[config.mk]
export PLATFORM = sky130hd
export DESIGN_NAME = lte_ul_tdl_check
export DESIGN_NICKNAME = d
export VERILOG_FILES = /design/src/rtl/lte_tdl_pkg.sv /design/src/rtl/lte_tdl_frame_cnt.sv /design/src/rtl/lte_ul_tdl_check.sv
export SDC_FILE = /design/constraint.sdc
export NUM_CORES = 1
export LEC_CHECK = 0
export ABC_AREA = 1
export BUFFER_PORTS_ARGS = -buffer_cell sky130_fd_sc_hd__buf_2
export CORE_MARGIN = 2
export CORE_UTILIZATION = 45
export CTS_CLUSTER_SIZE = 30
export DETAILED_ROUTE_END_ITERATION = 8
export PLACE_DENSITY = 0.73
export SYNTH_ARGS = -nofsm -noshare
export SYNTH_HDL_FRONTEND = slang
export SYNTH_SLANG_ARGS = --single-unit
[constraint.sdc]
create_clock -name clk_245 -period 9.3 [get_ports clk_245]
set_clock_uncertainty 0.15 [all_clocks]
set_input_delay 1.395 -clock clk_245 [delete_from_list [all_inputs] [get_ports clk_245]]
set_output_delay 1.395 -clock clk_245 [all_outputs]
set_load 0.01 [all_outputs]
[src/rtl/lte_tdl_pkg.sv]
// Shared TDL test-pattern definitions used by both the DL inserter and the UL checker.
package lte_tdl_pkg;

  typedef enum logic [1:0] {
    TDL_CHK_OFF   = 2'd0,
    TDL_CHK_CONST = 2'd1,
    TDL_CHK_INC   = 2'd2
  } tdl_mode_e;

  typedef enum logic [1:0] {
    ST_IDLE     = 2'd0,
    ST_WAIT_HDR = 2'd1,
    ST_CHECK    = 2'd2
  } chk_state_e;

  localparam int unsigned TDL_CYC_MAX  = 191;
  localparam int unsigned TDL_CHIP_MAX = 31;
  localparam int unsigned TDL_SGN_MAX  = 199;

  function automatic logic [29:0] tdl_inc_word(input logic [7:0] sgn,
                                                input logic [4:0] chip,
                                                input logic [7:0] cyc);
    return {2'b00, sgn, 3'b000, chip, 4'b0000, cyc};
  endfunction

  function automatic logic [31:0] sat_inc32(input logic [31:0] v);
    return (&v) ? v : v + 32'd1;
  endfunction

  function automatic logic [15:0] sat_inc16(input logic [15:0] v);
    return (&v) ? v : v + 16'd1;
  endfunction

endpackage

[src/rtl/lte_tdl_frame_cnt.sv]
// Frame-aligned cycle/chip/symbol counters; the registers hold the position of the
// previous word so a header can be judged against the true end of frame.
module lte_tdl_frame_cnt
  import lte_tdl_pkg::*;
#(
  parameter int unsigned P_CYC_MAX  = TDL_CYC_MAX,
  parameter int unsigned P_CHIP_MAX = TDL_CHIP_MAX,
  parameter int unsigned P_SGN_MAX  = TDL_SGN_MAX
) (
  input  logic        clk_245,
  input  logic        asy_rst,
  input  logic        i_sync,
  output logic [7:0]  o_cyc,
  output logic [4:0]  o_chip,
  output logic [7:0]  o_sgn,
  output logic [15:0] o_chip_num,
  output logic        o_at_eof
);

  logic [7:0] cyc_q, cyc_d, cyc_nxt;
  logic [4:0] chip_q, chip_d, chip_nxt;
  logic [7:0] sgn_q, sgn_d, sgn_nxt;
  logic       cyc_wrap, chip_wrap;

  always_comb begin
    cyc_wrap  = (cyc_q == 8'(P_CYC_MAX));
    chip_wrap = (chip_q == 5'(P_CHIP_MAX));
    cyc_nxt   = cyc_wrap ? 8'd0 : cyc_q + 8'd1;
    chip_nxt  = chip_q;
    sgn_nxt   = sgn_q;
    if (cyc_wrap) begin
      chip_nxt = chip_wrap ? 5'd0 : chip_q + 5'd1;
      if (chip_wrap) begin
        sgn_nxt = (sgn_q == 8'(P_SGN_MAX)) ? 8'd0 : sgn_q + 8'd1;
      end else begin
        sgn_nxt = sgn_q;
      end
    end else begin
      chip_nxt = chip_q;
    end
    // A sync pulse makes the current word position 0 of the frame.
    if (i_sync) begin
      cyc_d  = 8'd0;
      chip_d = 5'd0;
      sgn_d  = 8'd0;
    end else begin
      cyc_d  = cyc_nxt;
      chip_d = chip_nxt;
      sgn_d  = sgn_nxt;
    end
  end

  always_ff @(posedge clk_245 or posedge asy_rst) begin
    if (asy_rst) begin
      cyc_q  <= 8'd0;
      chip_q <= 5'd0;
      sgn_q  <= 8'd0;
    end else begin
      cyc_q  <= cyc_d;
      chip_q <= chip_d;
      sgn_q  <= sgn_d;
    end
  end

  assign o_cyc      = cyc_d;
  assign o_chip     = chip_d;
  assign o_sgn      = sgn_d;
  assign o_chip_num = {3'b000, sgn_d, chip_d};
  assign o_at_eof   = cyc_wrap && chip_wrap && (sgn_q == 8'(P_SGN_MAX));

endmodule

[src/rtl/lte_ul_tdl_check.sv]
// UL TDL pattern checker: regenerates the expected word from frame counters and
// accumulates compare/error/slip statistics with first-error capture.
module lte_ul_tdl_check
  import lte_tdl_pkg::*;
#(
  parameter int unsigned P_HDR_LAT  = 2,
  parameter int unsigned P_CYC_MAX  = TDL_CYC_MAX,
  parameter int unsigned P_CHIP_MAX = TDL_CHIP_MAX,
  parameter int unsigned P_SGN_MAX  = TDL_SGN_MAX
) (
  input  logic        clk_245,
  input  logic        asy_rst,
  input  logic        i_fram_hd,
  input  logic        i_ant8_sel,
  input  logic [29:0] i_data,
  input  logic        i_data_valid,
  input  logic [1:0]  reg_chk_mode,
  input  logic [14:0] reg_const_i,
  input  logic [14:0] reg_const_q,
  input  logic [15:0] reg_win_start,
  input  logic [15:0] reg_win_end,
  input  logic        reg_clr,
  output logic        o_locked,
  output logic [31:0] o_chk_cnt,
  output logic [31:0] o_err_cnt,
  output logic [15:0] o_hdr_slip_cnt,
  output logic [15:0] o_first_err_chip,
  output logic [29:0] o_first_err_data,
  output logic        o_sticky_err
);

  logic [P_HDR_LAT-1:0] hd_sr_q, hd_sr_d;
  logic                 hd_dly;
  logic [7:0]           cyc, sgn;
  logic [4:0]           chip;
  logic [15:0]          chip_num;
  logic                 at_eof;
  tdl_mode_e            mode_eff, mode_q, mode_d;
  chk_state_e           state_q, state_d;
  logic                 locked_q, locked_d;
  logic [29:0]          exp_word;
  logic                 cmp_en, slip;
  logic                 s1_vld_q, s1_vld_d, s1_mis_q, s1_mis_d;
  logic [15:0]          s1_chip_q, s1_chip_d;
  logic [29:0]          s1_data_q, s1_data_d;
  logic [31:0]          chk_cnt_q, chk_cnt_d, err_cnt_q, err_cnt_d;
  logic [15:0]          slip_cnt_q, slip_cnt_d, first_chip_q, first_chip_d;
  logic [29:0]          first_data_q, first_data_d;
  logic                 sticky_q, sticky_d;
  logic                 unused_ant8;

  // Antenna-group marker travels alongside the data but is not part of the check.
  assign unused_ant8 = i_ant8_sel;

  always_comb begin
    hd_sr_d    = hd_sr_q << 1;
    hd_sr_d[0] = i_fram_hd;
  end
  assign hd_dly = hd_sr_q[P_HDR_LAT-1];

  lte_tdl_frame_cnt #(
    .P_CYC_MAX (P_CYC_MAX),
    .P_CHIP_MAX(P_CHIP_MAX),
    .P_SGN_MAX (P_SGN_MAX)
  ) u_frame_cnt (
    .clk_245   (clk_245),
    .asy_rst   (asy_rst),
    .i_sync    (hd_dly),
    .o_cyc     (cyc),
    .o_chip    (chip),
    .o_sgn     (sgn),
    .o_chip_num(chip_num),
    .o_at_eof  (at_eof)
  );

  always_comb begin
    case (reg_chk_mode)
      2'd1:    mode_eff = TDL_CHK_CONST;
      2'd2:    mode_eff = TDL_CHK_INC;
      default: mode_eff = TDL_CHK_OFF;
    endcase
  end

  // Any mode change, even between two active modes, forces a fresh alignment.
  always_comb begin
    mode_d  = mode_eff;
    state_d = state_q;
    if (mode_eff != mode_q) begin
      state_d = ST_IDLE;
    end else begin
      case (state_q)
        ST_IDLE:     state_d = (mode_eff != TDL_CHK_OFF) ? ST_WAIT_HDR : ST_IDLE;
        ST_WAIT_HDR: state_d = hd_dly ? ST_CHECK : ST_WAIT_HDR;
        ST_CHECK:    state_d = ST_CHECK;
        default:     state_d = ST_IDLE;
      endcase
    end
    locked_d = (state_d == ST_CHECK);
  end

  always_comb begin
    if (mode_q == TDL_CHK_CONST) begin
      exp_word = {reg_const_i, reg_const_q};
    end else begin
      exp_word = tdl_inc_word(sgn, chip, cyc);
    end
    cmp_en    = (state_q == ST_CHECK) && i_data_valid &&
                (chip_num >= reg_win_start) && (chip_num <= reg_win_end);
    slip      = (state_q == ST_CHECK) && hd_dly && !at_eof;
    s1_vld_d  = cmp_en;
    s1_mis_d  = (i_data != exp_word);
    s1_chip_d = chip_num;
    s1_data_d = i_data;
  end

  // Clear takes priority over a stage-2 update landing on the same edge.
  always_comb begin
    chk_cnt_d    = chk_cnt_q;
    err_cnt_d    = err_cnt_q;
    slip_cnt_d   = slip_cnt_q;
    first_chip_d = first_chip_q;
    first_data_d = first_data_q;
    sticky_d     = sticky_q;
    if (reg_clr) begin
      chk_cnt_d    = 32'd0;
      err_cnt_d    = 32'd0;
      slip_cnt_d   = 16'd0;
      first_chip_d = 16'd0;
      first_data_d = 30'd0;
      sticky_d     = 1'b0;
    end else begin
      slip_cnt_d = slip ? sat_inc16(slip_cnt_q) : slip_cnt_q;
      if (s1_vld_q) begin
        chk_cnt_d = sat_inc32(chk_cnt_q);
        if (s1_mis_q) begin
          err_cnt_d = sat_inc32(err_cnt_q);
          sticky_d  = 1'b1;
          if (!sticky_q) begin
            first_chip_d = s1_chip_q;
            first_data_d = s1_data_q;
          end else begin
            first_chip_d = first_chip_q;
            first_data_d = first_data_q;
          end
        end else begin
          err_cnt_d = err_cnt_q;
        end
      end else begin
        chk_cnt_d = chk_cnt_q;
      end
    end
  end

  always_ff @(posedge clk_245 or posedge asy_rst) begin
    if (asy_rst) begin
      hd_sr_q      <= '0;
      mode_q       <= TDL_CHK_OFF;
      state_q      <= ST_IDLE;
      locked_q     <= 1'b0;
      s1_vld_q     <= 1'b0;
      s1_mis_q     <= 1'b0;
      s1_chip_q    <= 16'd0;
      s1_data_q    <= 30'd0;
      chk_cnt_q    <= 32'd0;
      err_cnt_q    <= 32'd0;
      slip_cnt_q   <= 16'd0;
      first_chip_q <= 16'd0;
      first_data_q <= 30'd0;
      sticky_q     <= 1'b0;
    end else begin
      hd_sr_q      <= hd_sr_d;
      mode_q       <= mode_d;
      state_q      <= state_d;
      locked_q     <= locked_d;
      s1_vld_q     <= s1_vld_d;
      s1_mis_q     <= s1_mis_d;
      s1_chip_q    <= s1_chip_d;
      s1_data_q    <= s1_data_d;
      chk_cnt_q    <= chk_cnt_d;
      err_cnt_q    <= err_cnt_d;
      slip_cnt_q   <= slip_cnt_d;
      first_chip_q <= first_chip_d;
      first_data_q <= first_data_d;
      sticky_q     <= sticky_d;
    end
  end

  assign o_locked         = locked_q;
  assign o_chk_cnt        = chk_cnt_q;
  assign o_err_cnt        = err_cnt_q;
  assign o_hdr_slip_cnt   = slip_cnt_q;
  assign o_first_err_chip = first_chip_q;
  assign o_first_err_data = first_data_q;
  assign o_sticky_err     = sticky_q;

endmodule
==> results of run 1 <==
[path summary, 6_finish.rpt]
check,from,cells after the start,slack [ns],end
setup / recovery,reg_clr,6,5.51,o_first_err_chip[10]
hold / removal,hd_sr_q[0],0,0.21,hd_sr_q[1]
setup reg to reg,u_frame_cnt.chip_q[0],19,6.29,s1_vld_q
hold reg to reg,hd_sr_q[0],0,0.21,hd_sr_q[1]
max in group asynchronous,asy_rst,3,6.60,o_first_err_chip[5]
min in group asynchronous,asy_rst,2,0.95,o_chk_cnt[9]
[stage by stage]
| step | std cells | util, % | hold slack, ns |
|---|---|---|---|
| after global placement | 1811 | 51.7 | 0.190 |
| final | 1845 | 54.4 | 0.206 |
| after detailed placement | 1811 | 51.7 | 0.189 |
| after floorplan | 1333 | - | 0.181 |
| after global routing | 1844 | 54.4 | 0.209 |
| after CTS | 1843 | 54.3 | 0.206 |
[cells in the mapped netlist (all sizes together)]
master,instances
nor3b,4
o31ai,12
nand3b,13
o22ai,12
and3b,1
a211oi,1
ha,30
o21bai,2
or2,13
o21a,7
buf,14
a2111oi,1
o211ai,4
a21oi,53
nand4,39
a21o,3
nand2,277
xor2,12
inv,218
o21ai,99
nand3,106
dfrtp,184
a31oi,5
and3,1
xnor2,8
conb,1
clkbuf,21
nor3,49
nor4,11
nor2,130
[metal layers]
| layer | vias up | track usage (%) | share of wire (%) |
|---|---|---|---|
| li1 | 4776 | - | - |
| met1 | 4443 | 30.1 | 45 |
| met2 | 286 | 36.7 | 48 |
| met3 | 35 | 4.74 | 6.2 |
| met4 | 2 | 6.61 | 1.3 |
| met5 | - | 0 | 0.044 |
[logic make-up after synthesis]
kind of cell / after synthesis / share of synthesized area (%)
buffers and inverters: 253 / 9.55
and+or+nand+nor: 644 / 29.3
adders and majority gates: 30 / 3.66
DFF: 184 / 44.9
xor gates and xnor gates: 20 / 1.71
AOI/OAI and AO/OA: 199 / 10.8
other: 1 / 0.0366
[critical path, stage by stage]
cell and delay (ns):
buf_2 0.10, buf_4 0.26, inv_2 0.52, buf_4 0.61
nand4_1 0.67, o22ai_1 0.35
[area by class of cell]
type / instances / area [um^2] / area share (%)
Inverter: 218 / 828 / 6.77
Antenna cell: 2 / 5.00 / 0.0409
Clock inverter: 15 / 178 / 1.45
Sequential cell: 184 / 4600 / 37.6
Multi-Input combinational cell: 896 / 4680 / 38.3
Tap cell: 285 / 357 / 2.91
Clock buffer: 17 / 425 / 3.48
Timing Repair Buffer: 228 / 1150 / 9.43
[report_power, final]
group | internal (mW) | switching, mW
clock network | 0.364 | 0.357
registers | 0.822 | 0.0123
logic | 0.0529 | 0.101
[registers in the layout (all words and copies together) (netlist names)]
signal	count
u_frame_cnt.sgn_q	7
s1_vld_q	1
o_sticky_err	1
state_q	2
s1_data_q	30
o_err_cnt	32
o_first_err_data	30
mode_q	2
o_first_err_chip	13
o_hdr_slip_cnt	16
s1_chip_q	2
u_frame_cnt.cyc_q	8
u_frame_cnt.chip_q	4
o_locked	1
hd_sr_q	2
s1_mis_q	1
o_chk_cnt	32
==> flow_metrics.env, run 1 <==
export IMPL_layout_commonest_cell="nand2_1"
export IMPL_synth_top_area_share_pct=44.9
export IMPL_synth_cell_types=46
export IMPL_clock_root_buffer="clkbuf_16"
export IMPL_cts_max_path_buffers=2
export IMPL_synth_top_area_cell="dfrtp_1"
export IMPL_die_area_mm2=0.0240
export IMPL_setup_slack_ns=5.51
export IMPL_fp_row_count=55
export IMPL_h_tree_depth=4
export IMPL_min_period_ns=3.79
export IMPL_status="finished, final reports clean"
export IMPL_synth_warnings=0
export IMPL_ioPinCount=228
export IMPL_finalSetupViolations=0
export IMPL_nets=1675
export IMPL_gr_total_overflow=0
export IMPL_mappedNetlistArea_mm2=0.0102
export IMPL_dpl_hpwl_um=20400
export IMPL_power_density_mw_per_mm2=140
export IMPL_maxCapViolations=0
export IMPL_drive_gt1_share_pct=20.9
export IMPL_drt_first_iter_violations=633
export IMPL_clock_sinks=184
export IMPL_leakagePower_nw=6.19
export IMPL_wl_um=27100
export IMPL_critPathKind="input port to flop"
export IMPL_grt_pass1_wl_um=43200
export IMPL_worstPathArrival_ns=3.95
export IMPL_area_growth_pct=19.4
export IMPL_synth_area_leaders="dfrtp_1 45%, nand2_1 9.8%, inv_1 7.7%"
export IMPL_relSlewSlack_pct=35.5
export IMPL_fmax_ghz=0.264
export IMPL_num_vias=9542
export IMPL_wl_per_cell_um=14.7
export IMPL_grt_util_all_layers_pct=22.4
export IMPL_tns_ns=0
export IMPL_netlist_instances=1331
export IMPL_cts_tree="yes"
export IMPL_seq_area_frac_synth_pct=44.9
export IMPL_clk_pin_slew_worst_paths_ns=0.07
export IMPL_antenna_found_initial=3
export IMPL_clk_latency_ns=0.43
export IMPL_drc_errors=0
export IMPL_peakVddDrop_mv=0.0989
export IMPL_grt_pass1_vias=8739
export IMPL_required_ns=9.46
export IMPL_fin_crit_sh_pct=40.8
export IMPL_place_ws_ns=5.12
export IMPL_final_cell_mix="267 x nand2_1, 223 x buf_2, 208 x inv_1"
export IMPL_nFillCells=2141
export IMPL_worst_slew_pin_slew_ns=0.967
export IMPL_synth_seq_cells=184
export IMPL_ant_nets=0
export IMPL_cts_hold_buffers=0
export IMPL_gp_congestion=0.917
export IMPL_slew_viol_final=0
export IMPL_fp_dieH_um=155
export IMPL_critPathLaunchType="input port"
export IMPL_path_max_fanout=50
export IMPL_dr_pass1_iters=7
export IMPL_initial_core_util_pct=45.5
export IMPL_hp_class="flop to flop"
export IMPL_cts_setup_buffers=0
export IMPL_io_buffers=223
export IMPL_placed_area_mm2=0.0116
export IMPL_cts_made_buffers=17
export IMPL_grt_max_degree=110
export IMPL_postLayoutCellArea_mm2=0.0122
export IMPL_post_cts_resized=0
export IMPL_worstSetupEndpointType="flop"
export IMPL_coreArea_mm2=0.0225
export IMPL_post_synth_cell_area_avg_um2=7.70
export IMPL_avgViaCountPerCell=5.17
export IMPL_hold_violations=0
export IMPL_rsz0062_at_grt="false"
export IMPL_die_w_um=155
export IMPL_design_power_total_mw=1.71
Power figures use the tool's default switching activity.
==> run 2, diff against run 1 <==
--- a/config.mk
+++ b/config.mk
@@ -5,13 +5,13 @@
 export SDC_FILE = /design/constraint.sdc
 export NUM_CORES = 1
 export LEC_CHECK = 0
-export ABC_AREA = 1
+export ABC_AREA = 0
 export BUFFER_PORTS_ARGS = -buffer_cell sky130_fd_sc_hd__buf_2
 export CORE_MARGIN = 2
 export CORE_UTILIZATION = 45
 export CTS_CLUSTER_SIZE = 30
 export DETAILED_ROUTE_END_ITERATION = 8
-export PLACE_DENSITY = 0.73
+export PLACE_DENSITY = 0.77
 export SYNTH_ARGS = -nofsm -noshare
 export SYNTH_HDL_FRONTEND = slang
 export SYNTH_SLANG_ARGS = --single-unit
==> constraint.sdc (replaced) <==
create_clock -name clk_245 -period 3 [get_ports clk_245]
set_clock_uncertainty 0.15 [all_clocks]
set_input_delay 0.45 -clock clk_245 [delete_from_list [all_inputs] [get_ports clk_245]]
set_output_delay 0.45 -clock clk_245 [all_outputs]
set_load 0.01 [all_outputs]
==> run 2 against run 1 <==
The flow now finishes with violations (setup timing). Critical path depth is 8 higher. First-iteration DRC count is 12% higher. Total power grew to 3.0 times the previous value. Die area is 7.3% lower. Critical path type is now flop to flop.
==> flow_metrics.env, run 2 <==
export IMPL_cp_depth=14
export IMPL_rr_worst_depth=14
export IMPL_finalSetupViolations=4
export IMPL_synth_top_flop_cell="dfrtp_1"
export IMPL_num_vias=8606
export IMPL_r2r_slack_ns=-0.49
export IMPL_r2r_end="s1_vld_q"
export IMPL_grt_pass1_wl_um=42700
export IMPL_clk_pin_slew_worst_paths_ns=0.07
export IMPL_nets=1390
export IMPL_hp_class="input port to async pin"
export IMPL_crit_reg2reg_launch="u_frame_cnt.chip_q[0]"
export IMPL_post_synth_cell_area_avg_um2=9.93
export IMPL_io_buffers=223
export IMPL_crit_path_frequent_cell="a21oi_2"
export IMPL_h_tree_depth=4
export IMPL_synth_warnings=0
export IMPL_wl_per_cell_um=17.5
export IMPL_leakagePower_nw=6.07
export IMPL_cts_made_buffers=17
export IMPL_drt_first_iter_violations=706
export IMPL_maxCapViolations=0
export IMPL_cts_max_path_buffers=2
export IMPL_grt_max_degree=119
export IMPL_fmax_ghz=0.286
export IMPL_seq_area_frac_synth_pct=48.6
export IMPL_cp_buffers_inverters=1
export IMPL_gr_total_overflow=0
export IMPL_violations="setup timing"
export IMPL_drive_gt1_share_pct=30.7
export IMPL_endpoint="s1_vld_q"
export IMPL_antenna_found_initial=1
export IMPL_yosysMostFrequentCell="dfrtp_1"
export IMPL_slowest_stage="or4_4"
export IMPL_netlist_instances=955
export IMPL_mappedNetlistArea_mm2=0.00948
export IMPL_critPathKind="flop to flop"
export IMPL_worstPathArrival_ns=3.71
export IMPL_rsz0062_at_grt="true"
export IMPL_clock_sinks=184
export IMPL_fp_row_count=53
export IMPL_synth_edf_count=0
export IMPL_clk_latency_ns=0.43
export IMPL_worstSetupEndpointType="flop"
export IMPL_crit_start="u_frame_cnt.chip_q[0]"
export IMPL_final_cell_mix="223 x buf_2, 184 x dfrtp_1, 122 x nor2_1"
export IMPL_setup_slack_ns=-0.491
export IMPL_status="complete, but fails checks"
export IMPL_synth_seq_cells=184
export IMPL_ioPinCount=228
export IMPL_multi_input_area_mm2=0.00472
export IMPL_clock_root_buffer="clkbuf_16"
export IMPL_dr_pass1_iters=6
export IMPL_die_area_mm2=0.0222
export IMPL_initial_core_util_pct=45.5
export IMPL_path_max_fanout=2
export IMPL_nFillCells=1761
export IMPL_power_density_mw_per_mm2=417
export IMPL_layout_commonest_cell="buf_2"
export IMPL_ant_nets=0
export IMPL_cts_tree="yes"
export IMPL_hold_violations=0
export IMPL_critPathLaunchType="flop"
export IMPL_area_growth_pct=30.6
export IMPL_drc_errors=0
export IMPL_gp_congestion=0.934
export IMPL_design_power_total_mw=5.17
export IMPL_slew_viol_final=0
export IMPL_synth_cell_types=73
export IMPL_grt_util_all_layers_pct=24.3
export IMPL_grt_pass1_vias=8288
export IMPL_seq_area_mm2=0.00460
export IMPL_cpPeakStageDelay_ns=0.51
export IMPL_synth_area_leaders="dfrtp_1 49%, nor2_1 4.9%, xnor2_1 4.8%"
export IMPL_coreArea_mm2=0.0208
export IMPL_min_period_ns=3.49
export IMPL_dpl_hpwl_um=20200
export IMPL_fin_crit_sh_pct=116
export IMPL_wl_um=27100
export IMPL_die_w_um=149
export IMPL_worst_slew_pin_slew_ns=1.15
export IMPL_required_ns=3.22
export IMPL_synthArstFlopShare_pct=100
export IMPL_utilization_pct=59.4
export IMPL_relSlewSlack_pct=23.7
export IMPL_synth_common_cells="184 x dfrtp_1, 124 x nor2_1, 53 x inv_1, 52 x xnor2_1"
export IMPL_synth_top_area_share_pct=48.6
export IMPL_synth_top_area_cell="dfrtp_1"
export IMPL_peakVddDrop_mv=0.254
export IMPL_avgViaCountPerCell=5.56
export IMPL_place_ws_ns=-0.480
export IMPL_worstPathCellList="ha_2 > and3_4 > ha_4 > or4_4 > a21oi_2 > inv_1 > ha_1 > a21bo_2 > a21oi_2 > a21boi_1 > a221oi_1 > a2111o_1 > a2111oi_2 > o32a_1"
export IMPL_crit_family="compound AO/OA/AOI/OAI gates"
export IMPL_fp_dieH_um=149
## run 2: cell count changes in the layout (fill, tap and decap cells not counted), sizes merged, moves of 60 or more
cell	before	now
o21ai	99	20
inv	225	60
nand2	277	50
buf	228	318
nand3	106	46
## run 2: how the worst min path moves through the flow
stage | end | cells after the start
after floorplan | hd_sr_q[1] | 0
after global placement | hd_sr_q[1] | 0
after detailed placement | hd_sr_q[1] | 0
after CTS | s1_data_q[13] | 1
after global routing | s1_data_q[8] | 1
final | o_first_err_data[25] | 3
## run 2: metrics by stage
stage / area (um^2) / setup TNS, ns / cells / hold WS, ns
after global routing: 12400 / -1.20 / 1549 / 0.00611
final: 12400 / -0.602 / 1549 / 0.0127
after floorplan: 9520 / -0.439 / 957 / 0.181
after CTS: 12300 / -0.578 / 1546 / 0.00349
after detailed placement: 11500 / -0.841 / 1504 / 0.185
after global placement: 11500 / -0.583 / 1504 / 0.184
## run 2: kinds of logic after synthesis
logic type               Yosys count  synth area share (%)
AND/OR/NAND/NOR                  370                  19.8
adder cells (fa/ha/maj)           32                  4.17
flip-flops                       184                  48.6
buffers and inverters             92                  3.81
multiplexers                      11                  1.19
XOR/XNOR                         102                  9.42
other                              1                0.0396
AO/OA/AOI/OAI                    163                  12.9
## run 2: power by group
part | internal (mW) | switching [mW] | leakage [nW]
sequential | 2.51 | 0.0162 | 2.49
combinational | 0.140 | 0.235 | 3.31
clock | 1.25 | 1.01 | 0.281
total | 3.90 | 1.26 | 6.07
## run 2: cell type report
cell class	instances	area share (%)
Timing Repair Buffer	323	15.4
Clock buffer	18	3.47
Antenna cell	1	0.0202
Clock inverter	14	1.29
Sequential cell	184	37.2
Multi-Input combinational cell	681	38.2
Inverter	53	1.64
Tap cell	275	2.78
## run 2: repair_timing
action / in CTS / in global routing
hold buffers: 5 / 0
endpoints found under the setup margin: 9 / 9
setup buffers: 5 / 3
gates resized for setup: 17 / 16
pin swaps: 13 / 14
hold endpoints to repair: 5 / 0
## run 2: routing by layer
layer / track usage [%] / part of all wire (%)
met5: 0 / 0
met4: 11.3 / 4.1
met3: 4.77 / 7.0
met1: 32.0 / 42
met2: 38.9 / 47
## run 2: tightest hold or removal path: cells and delay by family
family   cells  cell delay, ns
buf+inv      3            0.61
==> run 3, diff against run 2 <==
--- a/config.mk
+++ b/config.mk
@@ -7,11 +7,12 @@
 export LEC_CHECK = 0
 export ABC_AREA = 0
 export BUFFER_PORTS_ARGS = -buffer_cell sky130_fd_sc_hd__buf_2
+export CORE_ASPECT_RATIO = 0.75
 export CORE_MARGIN = 2
 export CORE_UTILIZATION = 45
 export CTS_CLUSTER_SIZE = 30
 export DETAILED_ROUTE_END_ITERATION = 8
-export PLACE_DENSITY = 0.77
+export PLACE_DENSITY_LB_ADDON = 0.2
 export SYNTH_ARGS = -nofsm -noshare
 export SYNTH_HDL_FRONTEND = slang
 export SYNTH_SLANG_ARGS = --single-unit
==> run 3 against run 2 <==
Critical endpoint unchanged. Critical path type unchanged. Register-to-register slack lost 0.05 ns. Sequential power is essentially flat. The run still ends with setup timing left. Utilization grew 1.6 points.
==> flow_metrics.env, run 3 (synthesized netlist as in run 2, its figures left out) <==
export IMPL_r2r_slack_ns=-0.54
export IMPL_cts_made_buffers=17
export IMPL_critPathKind="flop to flop"
export IMPL_path_max_fanout=2
export IMPL_coreArea_mm2=0.0204
export IMPL_ioPinCount=228
export IMPL_initial_core_util_pct=46.4
export IMPL_h_tree_depth=4
export IMPL_power_frac_comb_pct=7.4
export IMPL_crit_reg2reg_launch="u_frame_cnt.chip_q[0]"
export IMPL_worstSetupEndpointType="flop"
export IMPL_drc_errors=0
export IMPL_peakVddDrop_mv=0.358
export IMPL_clock_sinks=184
export IMPL_clk_pin_slew_worst_paths_ns=0.08
export IMPL_antenna_found_initial=0
export IMPL_grt_util_all_layers_pct=24.4
export IMPL_ant_nets=0
export IMPL_wl_per_cell_um=17.1
export IMPL_p_switching_mw=1.32
export IMPL_nets=1389
export IMPL_worst_slew_pin_slew_ns=1.19
export IMPL_seqPwrFrac_pct=48.1
export IMPL_grt_pass1_wl_um=42100
export IMPL_hold_violations=0
export IMPL_clockPowerShare_pct=44.5
export IMPL_place_ws_ns=-0.552
export IMPL_worstPathArrival_ns=3.75
export IMPL_worstPathCellList="ha_2 > and3_4 > buf_4 > ha_4 > or4_4 > a21oi_4 > inv_2 > ha_1 > a21bo_2 > a21oi_2 > a21boi_2 > a221oi_2 > a2111o_1 > a2111oi_4 > o32a_1"
export IMPL_num_vias=8329
export IMPL_endpoint="s1_vld_q"
export IMPL_slew_viol_final=0
export IMPL_io_buffers=223
export IMPL_drive_gt1_share_pct=30.9
export IMPL_violations="setup timing"
export IMPL_cp_buffers_inverters=2
export IMPL_critPathLaunchType="flop"
export IMPL_cts_tree="yes"
export IMPL_fp_row_count=45
export IMPL_finalSetupViolations=2
export IMPL_r2r_end="s1_vld_q"
export IMPL_rsz0062_at_grt="true"
export IMPL_die_area_mm2=0.0223
export IMPL_grt_max_degree=94
export IMPL_status="complete, but fails checks"
export IMPL_avgViaCountPerCell=5.36
export IMPL_setup_slack_ns=-0.539
export IMPL_crit_family="compound AO/OA/AOI/OAI gates"
export IMPL_drt_first_iter_violations=623
export IMPL_num_antenna_cells=0
export IMPL_cpPeakStageDelay_ns=0.52
export IMPL_layout_commonest_cell="buf_2"
export IMPL_design_power_total_mw=5.25
export IMPL_wl_um=26600
export IMPL_slowest_stage="or4_4"
export IMPL_clk_latency_ns=0.43
export IMPL_fin_crit_sh_pct=118
export IMPL_cp_depth=15
export IMPL_gp_congestion=0.894
export IMPL_p_int_mw=3.93
export IMPL_leakagePower_nw=6.08
export IMPL_cts_max_path_buffers=2
export IMPL_dpl_hpwl_um=19600
export IMPL_min_period_ns=3.54
export IMPL_rr_worst_depth=15
export IMPL_fp_dieH_um=130
export IMPL_required_ns=3.21
export IMPL_power_density_mw_per_mm2=421
export IMPL_fmax_ghz=0.283
export IMPL_clock_root_buffer="clkbuf_16"
export IMPL_crit_start="u_frame_cnt.chip_q[0]"
export IMPL_dr_pass1_iters=5
export IMPL_area_growth_pct=31.5
export IMPL_grt_pass1_vias=7873
export IMPL_relSlewSlack_pct=20.6
export IMPL_gr_total_overflow=0
export IMPL_hp_class="input port to flop"
export IMPL_maxCapViolations=0
export IMPL_switching_share_pct=25.2
export IMPL_die_w_um=172
export IMPL_final_cell_mix="223 x buf_2, 184 x dfrtp_1, 121 x nor2_1"
-- run 3: timing repair --
action                                 4_1_cts  5_1_grt
pin swaps                                   19       16
setup endpoints to repair                    8       12
setup buffers                                4        3
gates resized for setup                     21       20
endpoints found under the hold margin       28        1
hold buffers                                 8        1
-- run 3: worst min path at each step --
stage,from,endpoint,cells after the start
floorplan,hd_sr_q[0],hd_sr_q[1],0
global placement,hd_sr_q[0],hd_sr_q[1],0
detailed placement,hd_sr_q[0],hd_sr_q[1],0
CTS,i_data[10],s1_data_q[10],1
global route,i_data[10],s1_data_q[10],1
finish,i_data[1],s1_data_q[1],1
-- run 3: final cells by class --
| type | count | area, um^2 |
|---|---|---|
| Fill cell | 1752 | 7970 |
| Multi-Input combinational cell | 681 | 4760 |
| Sequential cell | 184 | 4600 |
| Timing Repair Buffer | 322 | 1940 |
| Clock buffer | 18 | 429 |
| Tap cell | 282 | 353 |
| Inverter | 53 | 203 |
| Clock inverter | 14 | 180 |
-- run 3: per-layer routing --
| layer | vias to the layer above | GRT usage [%] | wire, um |
|---|---|---|---|
| li1 | 4017 | - | - |
| met1 | 4003 | 38.0 | 13300 |
| met2 | 285 | 35.0 | 11400 |
| met3 | 24 | 4.43 | 1550 |
| met4 | 0 | 5.83 | 328 |
| met5 | - | 0 | 0 |
-- run 3: through the flow --
stage / hold WS (ns) / cells / instance area [um^2] / utilization, % / TNS (ns)
final: 0.0198 / 1554 / 12500 / 61.0 / -0.601
after global routing: 0.000568 / 1554 / 12500 / 61.0 / -0.894
after CTS: 0.000955 / 1550 / 12300 / 60.4 / -0.579
after detailed placement: 0.196 / 1506 / 11500 / 56.3 / -0.932
after global placement: 0.189 / 1506 / 11500 / 56.3 / -0.611
after floorplan: 0.181 / 957 / 9520 / - / -0.439
-- run 3: power by group through the flow --
stage | registers (mW) | clock network, mW | logic (mW)
2_1_floorplan | 2.57 | 0 | 0.191
3_3_place_gp | 2.57 | 0 | 0.371
3_5_place_dp | 2.57 | 0 | 0.373
4_1_cts | 2.52 | 2.39 | 0.386
5_1_grt | 2.53 | 2.49 | 0.434
6_report | 2.52 | 2.34 | 0.390
-- run 3: worst register-to-register path, delay by kind of cell, from the launching register on --
kind	cells	cell delay, ns
adders and majority gates	3	0.62
DFF	1	0.39
and+or+nand+nor	2	0.68
AOI/OAI and AO/OA	8	1.45
buffers and inverters	2	0.19
